--- config.mk ---
export PLATFORM = sky130hd
export DESIGN_NAME = wb_queue
export DESIGN_NICKNAME = d
export VERILOG_FILES = /design/src/rtl/wb_queue.sv
export SDC_FILE = /design/constraint.sdc
export NUM_CORES = 1
export LEC_CHECK = 0
export ABC_CLOCK_PERIOD_IN_PS = 2600
export BUFFER_PORTS_ARGS = -buffer_cell sky130_fd_sc_hd__clkbuf_2
export CORE_ASPECT_RATIO = 0.7
export CORE_UTILIZATION = 40
export DETAILED_ROUTE_END_ITERATION = 8
export GPL_ROUTABILITY_DRIVEN = 0
export PLACE_DENSITY = 0.65
export SLEW_MARGIN = 20
export SYNTH_ARGS = -nofsm -noshare
export SYNTH_HDL_FRONTEND = slang
export SYNTH_SLANG_ARGS = --single-unit
--- constraint.sdc ---
create_clock -name clk -period 2.6 [get_ports clk]
set_clock_uncertainty 0.2 [all_clocks]
set_input_delay 0.26 -clock clk [delete_from_list [all_inputs] [get_ports clk]]
set_output_delay 0.26 -clock clk [all_outputs]
set_load 0.02 [all_outputs]
--- src/rtl/wb_queue.sv ---
// wb_queue: pending register-file write queue for the writeback stage.
//
// During the first cycle of a writeback phase (phase[3]) the current
// instruction is decoded.  A writing instruction pushes its
// {destination, data} pair into a DEPTH-entry FIFO.  The oldest pending
// write is presented to the register file. It retires on any cycle where
// the register file signals rf_ready.
//
// Ports
//   clk, rst        single clock, synchronous active-high reset
//   phase[4:0]      one-hot CPU phase; phase[3] = writeback
//   instr[15:0]     current instruction (decoded for write class/destination)
//   from_calc       ALU / shifter / LI result
//   read            load data from memory
//   rf_ready        register file accepts a write this cycle
//   rf_enable       write strobe (queue non-empty)
//   rf_addr/rf_data oldest pending write, zero when empty
//   stall           queue full while a writing instruction waits to enqueue
//   count           current occupancy 0..DEPTH
//   q_addr          bypass lookup address
//   q_hit/q_data    youngest pending write to q_addr
//
// Optional feature: define WB_QUEUE_BYPASS_EN to build the bypass lookup.
// Without it, q_hit and q_data are tied to zero and no comparators exist.
module wb_queue #(
  parameter int DATA_W = 16,
  parameter int ADDR_W = 3,
  parameter int DEPTH  = 4
) (
  input  logic                       clk,
  input  logic                       rst,
  input  logic [4:0]                 phase,
  input  logic [15:0]                instr,
  input  logic [DATA_W-1:0]          from_calc,
  input  logic [DATA_W-1:0]          read,
  input  logic                       rf_ready,
  output logic                       rf_enable,
  output logic [ADDR_W-1:0]          rf_addr,
  output logic [DATA_W-1:0]          rf_data,
  output logic                       stall,
  output logic [$clog2(DEPTH):0]     count,
  input  logic [ADDR_W-1:0]          q_addr,
  output logic                       q_hit,
  output logic [DATA_W-1:0]          q_data
);

  localparam int PW = $clog2(DEPTH);
  localparam int CW = PW + 1;

  logic [ADDR_W-1:0] addr_mem [DEPTH];
  logic [DATA_W-1:0] data_mem [DEPTH];
  logic [PW-1:0]     wptr;
  logic [PW-1:0]     rptr;
  logic [CW-1:0]     cnt;
  logic              taken;

  logic              writing;
  logic              is_ld;
  logic [2:0]        dest3;
  logic [ADDR_W-1:0] wr_addr;
  logic [DATA_W-1:0] wr_data;
  logic              full;
  logic              empty;
  logic              enq;
  logic              deq;

  // Only phase[3] and the class/destination fields of instr matter here.
  logic unused_bits;
  assign unused_bits = ^{phase[4], phase[2:0], instr[3:0]};

  // Decode: write class and destination of the current instruction
  always_comb begin
    writing = 1'b0;
    is_ld   = 1'b0;
    dest3   = instr[10:8];
    if (instr[15:14] == 2'b11) begin
      // Compare and the 1101/1110/1111 group produce no register result.
      writing = !(instr[7:4] inside {4'b0101, 4'b1101, 4'b1110, 4'b1111});
    end else if (instr[15:14] == 2'b00) begin
      writing = 1'b1;
      is_ld   = 1'b1;
      dest3   = instr[13:11];
    end else if (instr[15:11] == 5'b10000) begin
      writing = 1'b1;
    end
  end

  assign wr_addr = ADDR_W'(dest3);
  assign wr_data = is_ld ? read : from_calc;

  assign full  = (cnt == CW'(DEPTH));
  assign empty = (cnt == '0);

  // taken blocks a second push while phase[3] is held by the sequencer.
  // A full queue never passes an entry through in the same cycle a slot frees.
  assign enq = !rst && phase[3] && writing && !taken && !full;
  assign deq = !rst && !empty && rf_ready;

  // Queue control state
  always_ff @(posedge clk) begin
    if (rst) begin
      wptr  <= '0;
      rptr  <= '0;
      cnt   <= '0;
      taken <= 1'b0;
    end else begin
      if (enq) wptr <= wptr + 1'b1;
      if (deq) rptr <= rptr + 1'b1;
      case ({enq, deq})
        2'b10:   cnt <= cnt + 1'b1;
        2'b01:   cnt <= cnt - 1'b1;
        default: cnt <= cnt;
      endcase
      if (!phase[3])  taken <= 1'b0;
      else if (enq)   taken <= 1'b1;
    end
  end

  // Entry storage: data only, occupancy is tracked by the pointers.
  always_ff @(posedge clk) begin
    if (enq) begin
      addr_mem[wptr] <= wr_addr;
      data_mem[wptr] <= wr_data;
    end
  end

  assign rf_enable = !rst && !empty;
  assign rf_addr   = rf_enable ? addr_mem[rptr] : '0;
  assign rf_data   = rf_enable ? data_mem[rptr] : '0;
  assign stall     = !rst && phase[3] && writing && !taken && full;
  assign count     = rst ? '0 : cnt;

`ifdef WB_QUEUE_BYPASS_EN
  logic [DEPTH-1:0]  valid;
  logic              hit;
  logic [DATA_W-1:0] hit_data;

  always_ff @(posedge clk) begin
    if (rst) begin
      valid <= '0;
    end else begin
      if (enq) valid[wptr] <= 1'b1;
      if (deq) valid[rptr] <= 1'b0;
    end
  end

  // Walk oldest to youngest so the last match wins; the head still counts
  // on the cycle it is being written to the register file.
  always_comb begin
    logic [PW-1:0] idx;
    hit      = 1'b0;
    hit_data = '0;
    idx      = '0;
    for (int i = 0; i < DEPTH; i++) begin
      idx = rptr + PW'(i);
      if (valid[idx] && (addr_mem[idx] == q_addr)) begin
        hit      = 1'b1;
        hit_data = data_mem[idx];
      end
    end
  end

  assign q_hit  = !rst && hit;
  assign q_data = q_hit ? hit_data : '0;
`else
  logic unused_q;
  assign unused_q = ^q_addr;
  assign q_hit    = 1'b0;
  assign q_data   = '0;
`endif

endmodule

==> key figures, run 1 <==
Global route
  – Vias in the first global route: 2038
  – Gr ovfl total: 0
  – Initial antenna violation count: 0
  – First-pass GRT wire length: 10800 um
  – Gr usage total: 14.7%
  – Largest net degree at the start of global routing: 21

Yosys
  – YS warnings: 0
  – Async SR Flop Fraction: 0%
  – Top_reg_cell synth: edfxtp_1
  – Sequential area share after synthesis: 63.9%
  – Cell Area, Synth: 3880 um^2
  – Post-synthesis instance total: 223
  – Post-synth EDFFs: 76
  – Post-synthesis area per instance: 17.4 um^2
  – Yosys reg bits: 86
  – Netlist cell types: 40

Pwr
  – VDD IR max: 0.330 mV
  – Sequential power share: 47.6%
  – Switching pwr: 0.663 mW
  – Total power draw: 3.25 mW
  – Clock share of power: 43.5%
  – Switching Share: 20.4%
  – Lkg Pwr: 1.78 nW
  – Internal: 2.59 mW
  – Power Dens Cells: 688 nW/um^2
  – Combinational share of power: 8.8%

STA
  – Worst Hold Margin: 0.0807 ns
  – Final setup fails: 0
  – Relative slew slack: 64.7%
  – Max-slew violations: 0
  – Minimum clock period: 2.42 ns
  – Final period util: 93.0%
  – Max Freq: 413 MHz
  – RSZ-0062 raised after global routing: no
  – Final hold violation count: 0
  – Worst-Margin Slew: 0.529 ns

Clock network
  – CTS buffer count: 9
  – CTS-repair resized insts: 0
  – Sink Count: 86
  – Clk slew on worst S/H paths: 0.06 ns
  – H-tree levels: 3
  – Clk Tree Root Cell: clkbuf_16
  – Clk Latency, worst-skew pair: 0.33 ns
  – Worst-case clock buffer depth: 2
  – CTS tree: done
  – Post-CTS Setup Inserts: 0

Floorplanning
  – Total Die Area: 10100 um^2
  – Die height: 84.4 um
  – Floorplan row count: 29
  – Initial Utilization: 42.0%
  – Core Area: 9250 um^2
  – I/O pin count: 100
  – Die width: 120 um

Worst setup path
  – CP endpoint kind: register
  – Reg2Reg Depth: 9
  – CP arrival: 2.48 ns
  – Crit Path Class: register to register
  – Crit-path cells: nor3b_1 > nand2b_1 > nor2_1 > inv_1 > ha_1 > fa_1 > xnor2_1 > or3_1 > a21oi_1
  – WP buf/inv: 1
  – CP top delay family: simple AND/OR/NAND/NOR gates
  – Maximum fanout along the worst path: 5
  – RR Endpoint: cnt[2]$_SDFFE_PP0P_
  – Reg-to-Reg Start: cnt[0]$_SDFFE_PP0P_
  – Max stage delay on crit path: 0.43 ns
  – Crit-path slowest cell: dfxtp_1
  – Critical Path Start Type: register
  – Reg2reg setup slack: 0.18 ns
  – Worst Path Required: 2.66 ns

Routing
  – Final WL: 6710 um
  – Total number of vias: 2071
  – Post-route DRC: 0
  – Routed WL per cell: 15.4 um
  – Drt first pass iters: 4
  – ANT nets after route: 0
  – DR vias/cell: 4.74
  – DR iter-0 viols: 108

Placement
  – PortBufs: 71
  – Detail Placement HPWL: 4530 um

Hold path
  – Hold_sp: from_calc[11]
  – Worst min path class: input pin to register
  – Worst hold endpoint: data_mem[1][11]$_DFFE_PP_
  – Hold Path Depth: 2

Finish
  – Share of cells above drive strength 1: 42.8%
  – # diodes: 0
  – Final core utilization: 51.0%
  – Syn-to-layout area delta: 21.6%
  – Nets: 373

Flow run
  – # Max-Cap Violations: 0

Run status
  – Outcome: complete, no violations
-- state kept, by name, summed over array words and instances, names as in the netlist, named ones only --
register  cells
rptr          2
taken         1
cnt           3
addr_mem     12
wptr          2
data_mem     64
-- routing by layer --
| layer | global-route usage, % | up-vias | wire length, um |
|---|---|---|---|
| met2 | 22.6 | 63 | 3100 |
| met3 | 5.03 | 8 | 319 |
| met4 | 4.09 | 0 | 61 |
| met1 | 19.9 | 1001 | 3230 |
| li1 | - | 999 | - |
| met5 | 0 | - | 0 |
-- power groups by stage --
stage	combinational [mW]	clock (mW)	sequential, mW
3_3_place_gp	0.284	0	1.58
5_1_grt	0.317	1.50	1.55
6_report	0.287	1.41	1.55
2_1_floorplan	0.216	0	1.57
3_5_place_dp	0.289	0	1.58
4_1_cts	0.292	1.45	1.55
-- metrics by stage --
step	cells	TNS [ns]	instance area (um^2)	setup slack [ns]
floorplan	239	0	3940	0.236
global placement	420	0	4370	0.0210
detailed placement	420	-0.0769	4370	-0.0769
CTS	437	0	4720	0.178
global route	437	0	4720	0.0599
finish	437	0	4720	0.181
-- layout make-up --
class / instances / area, um^2
fill: 776 / 4530
sequential: 86 / 2480
multi-input combinational: 124 / 1250
timing repair buffer: 83 / 473
clock buffer: 12 / 267
tap: 124 / 155
clock inverter: 4 / 76.3
inverter: 4 / 15.0
-- worst max path at each step --
stage,endpoint,slack (ns),depth (start not counted),start
after CTS,cnt[2]$_SDFFE_PP0P_,0.18,9,cnt[0]$_SDFFE_PP0P_
after global placement,cnt[2]$_SDFFE_PP0P_,0.02,10,instr[12]
after floorplan,cnt[2]$_SDFFE_PP0P_,0.24,9,instr[11]
after detailed placement,cnt[2]$_SDFFE_PP0P_,-0.08,10,instr[12]
after global routing,cnt[2]$_SDFFE_PP0P_,0.06,9,cnt[0]$_SDFFE_PP0P_
final,cnt[2]$_SDFFE_PP0P_,0.18,9,cnt[0]$_SDFFE_PP0P_
-- Yosys cell counts, types with 2 or more instances --
library cell / number / share of area [%]
mux4_2: 10 / 5.8
o21ai_0: 2 / 0.26
a21oi_1: 2 / 0.26
inv_1: 4 / 0.39
nand2b_1: 2 / 0.32
clkbuf_1: 2 / 0.19
nor2b_4: 2 / 0.71
mux4_1: 9 / 6.1
buf_4: 17 / 3.3
buf_2: 3 / 0.39
and3_1: 5 / 0.81
nand3_1: 2 / 0.26
edfxtp_1: 76 / 59
xnor2_1: 3 / 0.68
mux2i_1: 3 / 0.77
mux2_2: 19 / 5.5
nor2_1: 5 / 0.48
buf_6: 2 / 0.58
nor2b_1: 20 / 3.2
dfxtp_1: 10 / 5.2
nor3b_1: 2 / 0.39
ha_1: 5 / 1.6
-- timing repair --
| item | 4_1_cts | 5_1_grt |
|---|---|---|
| hold buffers | 1 | 0 |
| endpoints found under the setup margin | 0 | 0 |
| hold endpoints to repair | 1 | 0 |
-- placed cells by master, fill, tap and decap left out, types with 2 or more instances in the layout --
master / n
edfxtp_1: 76
clkbuf_2: 71
nor2b_1: 20
mux2_2: 19
conb_1: 17
mux4_2: 10
dfxtp_1: 10
mux4_1: 9
clkbuf_16: 9
buf_4: 9
nor2_1: 5
and3_1: 5
ha_1: 5
inv_1: 4
xnor2_1: 3
mux2i_1: 3
clkbuf_8: 3
nor2b_4: 2
nor3b_1: 2
nand2b_1: 2
nand3_1: 2
o21ai_0: 2
a21oi_1: 2
bufinv_16: 2
buf_12: 2
-- logic make-up (layout without fill, tap and decap cells) --
kind of cell / count (synthesis) / in the layout / synth area share (%)
AOI/OAI and AO/OA: 8 / 8 / 1.32
xor gates and xnor gates: 4 / 4 / 0.902
adders and majority gates: 6 / 6 / 2.13
buffers and inverters: 29 / 103 / 5.35
DFF: 86 / 86 / 63.9
muxes: 41 / 41 / 18.2
other: 1 / 17 / 0.0966
and+or+nand+nor: 48 / 48 / 8.12
Note: power is estimated with default switching activity, not from simulation.
==> run 2, diff against run 1 <==
--- a/config.mk
+++ b/config.mk
@@ -5,13 +5,14 @@
 export SDC_FILE = /design/constraint.sdc
 export NUM_CORES = 1
 export LEC_CHECK = 0
-export ABC_CLOCK_PERIOD_IN_PS = 2600
+export ABC_CLOCK_PERIOD_IN_PS = 2950
 export BUFFER_PORTS_ARGS = -buffer_cell sky130_fd_sc_hd__clkbuf_2
 export CORE_ASPECT_RATIO = 0.7
 export CORE_UTILIZATION = 40
 export DETAILED_ROUTE_END_ITERATION = 8
 export GPL_ROUTABILITY_DRIVEN = 0
 export PLACE_DENSITY = 0.65
+export SKIP_CTS_REPAIR_TIMING = 1
 export SLEW_MARGIN = 20
 export SYNTH_ARGS = -nofsm -noshare
 export SYNTH_HDL_FRONTEND = slang
==> constraint.sdc (replaced) <==
create_clock -name clk -period 2.95 [get_ports clk]
set_clock_uncertainty 0.2 [all_clocks]
set_input_delay 0.295 -clock clk [delete_from_list [all_inputs] [get_ports clk]]
set_output_delay 0.295 -clock clk [all_outputs]
set_load 0.02 [all_outputs]
==> run 2 against run 1 <==
  * Global-route usage hardly changed
  * Fmax grew 0.20%
  * Final cell count fell by 0.46%
  * Core utilization fell by 0.81 points
  * Setup slack better by 0.35 ns
  * First-iteration DRC count decreased by 23%
  * Via count rose by 1.4%
  * Routed wire length up 2.3%
  * Final area fell by 1.6%
  * Total power down 16%
  * Flip-flop and latch count unchanged
  * Largest power group unchanged
  * Highest routed layer unchanged
==> key figures, run 2 (synthesis results as in run 1) <==
Routing
  – Final WL: 6870 um (+2.3%)
  – Total number of vias: 2101 (+1.4%)
  – DR vias/cell: 4.83 (+1.9%)
  – Post-route DRC: 0 (unchanged)
  – DR iter-0 viols: 83 (-23%)
  – ANT nets after route: 0 (unchanged)
  – Drt first pass iters: 4 (unchanged)
  – Routed WL per cell: 15.8 um (+2.8%)

STA
  – Worst Hold Margin: 0.0286 ns (-0.0521 ns)
  – Final period util: 81.8% (-11 points)
  – Final setup fails: 0 (unchanged)
  – Max Freq: 414 MHz (+0.20%)
  – Worst setup margin: 0.536 ns (+0.355 ns)
  – Fin Setup TNS: 0 ns (unchanged)
  – Relative slew slack: 62.8% (-1.9 points)
  – Minimum clock period: 2.41 ns (-0.00485 ns)
  – RSZ-0062 raised after global routing: no
  – Max-slew violations: 0 (unchanged)
  – Worst-Margin Slew: 0.558 ns (+0.0281 ns)
  – Final hold violation count: 0 (unchanged)

Hold path
  – Hold_sp: phase[3]
  – Worst min path class: input pin to register
  – Hold Path Depth: 2 (unchanged)

Floorplanning
  – Die height: 84.4 um (unchanged)
  – Floorplan row count: 29 (unchanged)
  – Die width: 120 um (unchanged)
  – I/O pin count: 100 (unchanged)
  – Total Die Area: 10100 um^2 (unchanged)
  – Core Area: 9250 um^2 (unchanged)
  – Initial Utilization: 42.0% (unchanged)

Worst setup path
  – Crit Path Class: register to register
  – Reg-to-Reg Start: cnt[0]$_SDFFE_PP0P_
  – Reg2Reg Depth: 9 (unchanged)
  – Maximum fanout along the worst path: 5 (unchanged)
  – Critical Path Start: cnt[0]$_SDFFE_PP0P_
  – CP endpoint kind: register
  – Critical Path Start Type: register
  – CP arrival: 2.48 ns (about the same)
  – Worst Path Required: 3.01 ns (+0.35 ns)

Finish
  – Area occupied by multi-input gates: 1250 um^2 (unchanged)
  – Leading cell type in the layout, fill and taps excluded: edfxtp_1
  – Reg area: 2480 um^2 (unchanged)
  – Most frequent cells in the layout: edfxtp_1 (76), clkbuf_2 (71), nor2b_1 (20)
  – Syn-to-layout area delta: 19.7%
  – Top reg by flops: data_mem
  – Final Cell Area: 4650 um^2 (-1.6%)
  – Max FFs per register: 64 (unchanged)
  – Biggest regs: data_mem (64), addr_mem (12), cnt (3)
  – # diodes: 0 (unchanged)
  – Final Non-Filler Cells: 435 (-0.46%)
  – Nets: 371 (-0.54%)
  – Fillcell total: 781 (+0.64%)
  – Share of cells above drive strength 1: 42.4% (-0.37 points)
  – Final core utilization: 50.2% (-0.81 points)

Clock network
  – H-tree levels: 3 (unchanged)
  – CTS buffer count: 9 (unchanged)
  – Worst-case clock buffer depth: 2 (unchanged)
  – Clk Tree Root Cell: clkbuf_16
  – Clk Latency, worst-skew pair: 0.33 ns (about the same)
  – CTS tree: done
  – Sink Count: 86 (unchanged)
  – Clk slew on worst S/H paths: 0.06 ns (about the same)

Run status
  – Outcome: complete, no violations

Pwr
  – Total power draw: 2.72 mW (-16%)
  – VDD IR max: 0.259 mV (-21%)
  – Power Dens Cells: 586 nW/um^2 (-15%)
  – Lkg Pwr: 1.75 nW (-1.9%)

Global route
  – Gr usage total: 14.7% (about the same)
  – Gr ovfl total: 0 (unchanged)
  – Initial antenna violation count: 0 (unchanged)
  – Vias in the first global route: 2064 (+1.3%)
  – First-pass GRT wire length: 10900 um (+0.38%)
  – Largest net degree at the start of global routing: 21 (unchanged)

Placement
  – Detail Placement HPWL: 4640 um (+2.5%)
  – Post-DP Area: 4350 um^2 (-0.46%)
  – Placed insts: 419 (-0.24%)
  – PortBufs: 71 (unchanged)
  – Dpl ws: 0.281 ns (+0.358 ns)

Flow run
  – # Max-Cap Violations: 0 (unchanged)
## run 2: worst max-delay path, cell delays in order (launching register included)
cell,delay [ns]
dfxtp_1,0.43
nor3b_1,0.12
nand2b_1,0.17
nor2_1,0.17
inv_1,0.07
ha_1,0.23
fa_1,0.38
xnor2_1,0.14
or3_1,0.30
a21oi_1,0.13
## run 2: layout make-up
cell class / instances / area share, %
clock inverter: 6 / 1.48
multi-input combinational: 124 / 27.0
sequential: 86 / 53.4
tap: 124 / 3.34
timing repair buffer: 81 / 9.53
inverter: 4 / 0.323
clock buffer: 10 / 4.93
## run 2: final timing paths
check	slack, ns	endpoint
min	0.03	taken$_SDFFE_PP0P_
min reg2reg	0.27	rptr[1]$_SDFFE_PP0P_
max reg2reg	0.54	cnt[2]$_SDFFE_PP0P_
max	0.54	cnt[2]$_SDFFE_PP0P_
## run 2: routing by layer
layer	track usage (%)	part of all wire [%]	routed length, um	vias up
met5	0	0	0	-
met4	4.77	0.93	64	0
met3	4.69	4.6	318	6
met2	22.1	47	3210	64
met1	20.2	48	3270	1041
li1	-	-	-	990
## run 2: where the power goes
part,internal (mW),total [mW],switching [mW]
clock network,0.661,1.11,0.447
logic,0.110,0.252,0.142
registers,1.35,1.36,0.00949
total,2.13,2.72,0.599
==> run 3, diff against run 2 <==
--- a/config.mk
+++ b/config.mk
@@ -5,7 +5,7 @@
 export SDC_FILE = /design/constraint.sdc
 export NUM_CORES = 1
 export LEC_CHECK = 0
-export ABC_CLOCK_PERIOD_IN_PS = 2950
+export ABC_CLOCK_PERIOD_IN_PS = 2250
 export BUFFER_PORTS_ARGS = -buffer_cell sky130_fd_sc_hd__clkbuf_2
 export CORE_ASPECT_RATIO = 0.7
 export CORE_UTILIZATION = 40
==> constraint.sdc (replaced) <==
create_clock -name clk -period 2.25 [get_ports clk]
set_clock_uncertainty 0.2 [all_clocks]
set_input_delay 0.225 -clock clk [delete_from_list [all_inputs] [get_ports clk]]
set_output_delay 0.225 -clock clk [all_outputs]
set_load 0.02 [all_outputs]
==> run 3 against run 2 <==
  * Non-clock buffer count is 13 higher
  * Sequential share of layout area decreased by 2.0 points
  * Register-to-register slack got worse by 0.50 ns
  * Critical path type unchanged
  * Fmax rose by 8.9%
  * Final cell count is 3.0% higher
  * Via count increased by 1.1%
  * Setup slack worse by 0.50 ns
  * First-iteration DRC count up 28%
  * Core utilization increased by 2.1 points
  * Die area did not move
==> key figures, run 3 (synthesis results as in run 1) <==
Run status
  – Outcome: complete, no violations

Placement
  – Detail Placement HPWL: 4540 um (-2.3%)
  – Dpl ws: -0.213 ns (-0.495 ns)
  – PortBufs: 71 (unchanged)

Clock network
  – Clk slew on worst S/H paths: 0.06 ns (about the same)
  – Sink Count: 86 (unchanged)
  – Worst-case clock buffer depth: 2 (unchanged)
  – CTS buffer count: 9 (unchanged)
  – Clk Latency, worst-skew pair: 0.33 ns (about the same)
  – Clk Tree Root Cell: clkbuf_16
  – H-tree levels: 3 (unchanged)
  – CTS tree: done

Finish
  – Syn-to-layout area delta: 24.6%
  – # diodes: 0 (unchanged)
  – Final core utilization: 52.3% (+2.1 points)
  – Share of cells above drive strength 1: 46.9% (+4.5 points)
  – Max FFs per register: 64 (unchanged)
  – Leading cell type in the layout, fill and taps excluded: edfxtp_1
  – Nets: 384 (+3.5%)
  – Most frequent cells in the layout: edfxtp_1 (76), clkbuf_2 (71), nor2b_1 (20), buf_4 (20), mux2_2 (19)
  – Top reg by flops: data_mem
  – Biggest regs: data_mem (64), addr_mem (12), cnt (3)

Worst setup path
  – Max stage delay on crit path: 0.39 ns (-0.04 ns)
  – Crit Path Class: register to register
  – Critical Path Start Type: register
  – CP endpoint kind: register
  – CP arrival: 2.28 ns (-0.20 ns)
  – Maximum fanout along the worst path: 3 (-2)
  – Worst Path Required: 2.31 ns (-0.70 ns)
  – Crit-path cells: nor3b_1 > nand2b_1 > nor2_2 > inv_1 > ha_2 > fa_2 > xnor2_1 > or3_1 > a21oi_1
  – Crit-path slowest cell: dfxtp_1

Pwr
  – Combinational share of power: 9.6% (+0.4 points)
  – Lkg Pwr: 1.84 nW (+5.2%)
  – Internal: 3.03 mW (+43%)
  – Total power draw: 3.79 mW (+39%)
  – Switching pwr: 0.763 mW (+27%)
  – Sequential power share: 47.2% (-2.9 points)
  – Power Dens Cells: 783 nW/um^2 (+34%)
  – Switching Share: 20.1% (-1.9 points)
  – VDD IR max: 0.340 mV (+31%)
  – Clock share of power: 43.2% (+2.5 points)

Global route
  – Initial antenna violation count: 0 (unchanged)
  – Largest net degree at the start of global routing: 20 (-4.8%)
  – First-pass GRT wire length: 10700 um (-1.3%)
  – Gr usage total: 14.3% (-0.33 points)
  – Gr ovfl total: 0 (unchanged)
  – Vias in the first global route: 2110 (+2.2%)

Floorplanning
  – Total Die Area: 10100 um^2 (unchanged)
  – Floorplan row count: 29 (unchanged)
  – Initial Utilization: 42.0% (unchanged)
  – Die height: 84.4 um (unchanged)
  – Core Area: 9250 um^2 (unchanged)
  – I/O pin count: 100 (unchanged)
  – Die width: 120 um (unchanged)

STA
  – Final hold violation count: 0 (unchanged)
  – Final period util: 98.5% (+17 points)
  – Max-slew violations: 0 (unchanged)
  – Fin Setup TNS: 0 ns (unchanged)
  – Worst Hold Margin: 0.0507 ns (+0.0221 ns)
  – Final setup fails: 0 (unchanged)
  – Minimum clock period: 2.22 ns (-0.197 ns)
  – Max Freq: 451 MHz (+8.9%)
  – Worst setup margin: 0.0330 ns (-0.503 ns)
  – RSZ-0062 raised after global routing: yes

Routing
  – DR vias/cell: 4.74 (-1.8%)
  – Drt first pass iters: 4 (unchanged)
  – ANT nets after route: 0 (unchanged)
  – DR iter-0 viols: 106 (+28%)
  – Routed WL per cell: 15.1 um (-4.3%)
  – Final WL: 6770 um (-1.4%)
  – Post-route DRC: 0 (unchanged)
  – Total number of vias: 2125 (+1.1%)

Hold path
  – Worst min path class: input pin to register

Flow run
  – # Max-Cap Violations: 0 (unchanged)
[run 3: changes by cell type in the layout (fill, tap and decap cells not counted), sizes merged]
cell	delta
buf	+11
bufinv	+2
inv	-2
clkbuf	+1
dlygate4sd3	+1
[run 3: routing by layer]
layer	wire length, um	vias to the layer above	track usage (%)	share of wire [%]
li1	-	1018	-	-
met1	3080	1008	19.3	45
met2	3090	94	22.5	46
met3	565	5	4.48	8.3
met4	38	0	4.09	0.56
met5	0	-	0	0
[run 3: worst max-delay path: cells and delay by family (launching register included)]
kind,cells,cell delay (ns)
XOR/XNOR,1,0.15
flip-flops,1,0.39
AO/OA/AOI/OAI,1,0.12
adder cells (fa/ha/maj),2,0.53
buffers and inverters,1,0.06
AND/OR/NAND/NOR,4,0.71
[run 3: path summary, 6_finish.rpt]
kind / startpoint / endpoint / slack, ns / depth (start not counted)
hold reg to reg: rptr[1]$_SDFFE_PP0P_ / rptr[1]$_SDFFE_PP0P_ / 0.28 / 1
setup / recovery: cnt[0]$_SDFFE_PP0P_ / cnt[2]$_SDFFE_PP0P_ / 0.03 / 9
setup reg to reg: cnt[0]$_SDFFE_PP0P_ / cnt[2]$_SDFFE_PP0P_ / 0.03 / 9
hold / removal: read[9] / data_mem[1][9]$_DFFE_PP_ / 0.05 / 2
[run 3: power groups by stage]
stage	combinational (mW)	sequential, mW	clock (mW)
finish	0.364	1.79	1.64
global route	0.400	1.79	1.73
CTS	0.359	1.79	1.67
detailed placement	0.358	1.82	0
global placement	0.350	1.82	0
floorplan	0.250	1.82	0
[run 3: stage by stage]
| step | instances | instance area [um^2] |
|---|---|---|
| finish | 448 | 4840 |
| global route | 448 | 4840 |
| CTS | 446 | 4780 |
| detailed placement | 430 | 4440 |
| global placement | 430 | 4440 |
| floorplan | 239 | 3950 |
[run 3: cell type report]
cell class	count	area (um^2)
inverter	4	15.0
clock inverter	6	110
multi-input combinational	124	1280
sequential	86	2490
clock buffer	10	229
timing repair buffer	94	561
tap	124	155
fill	763	4410
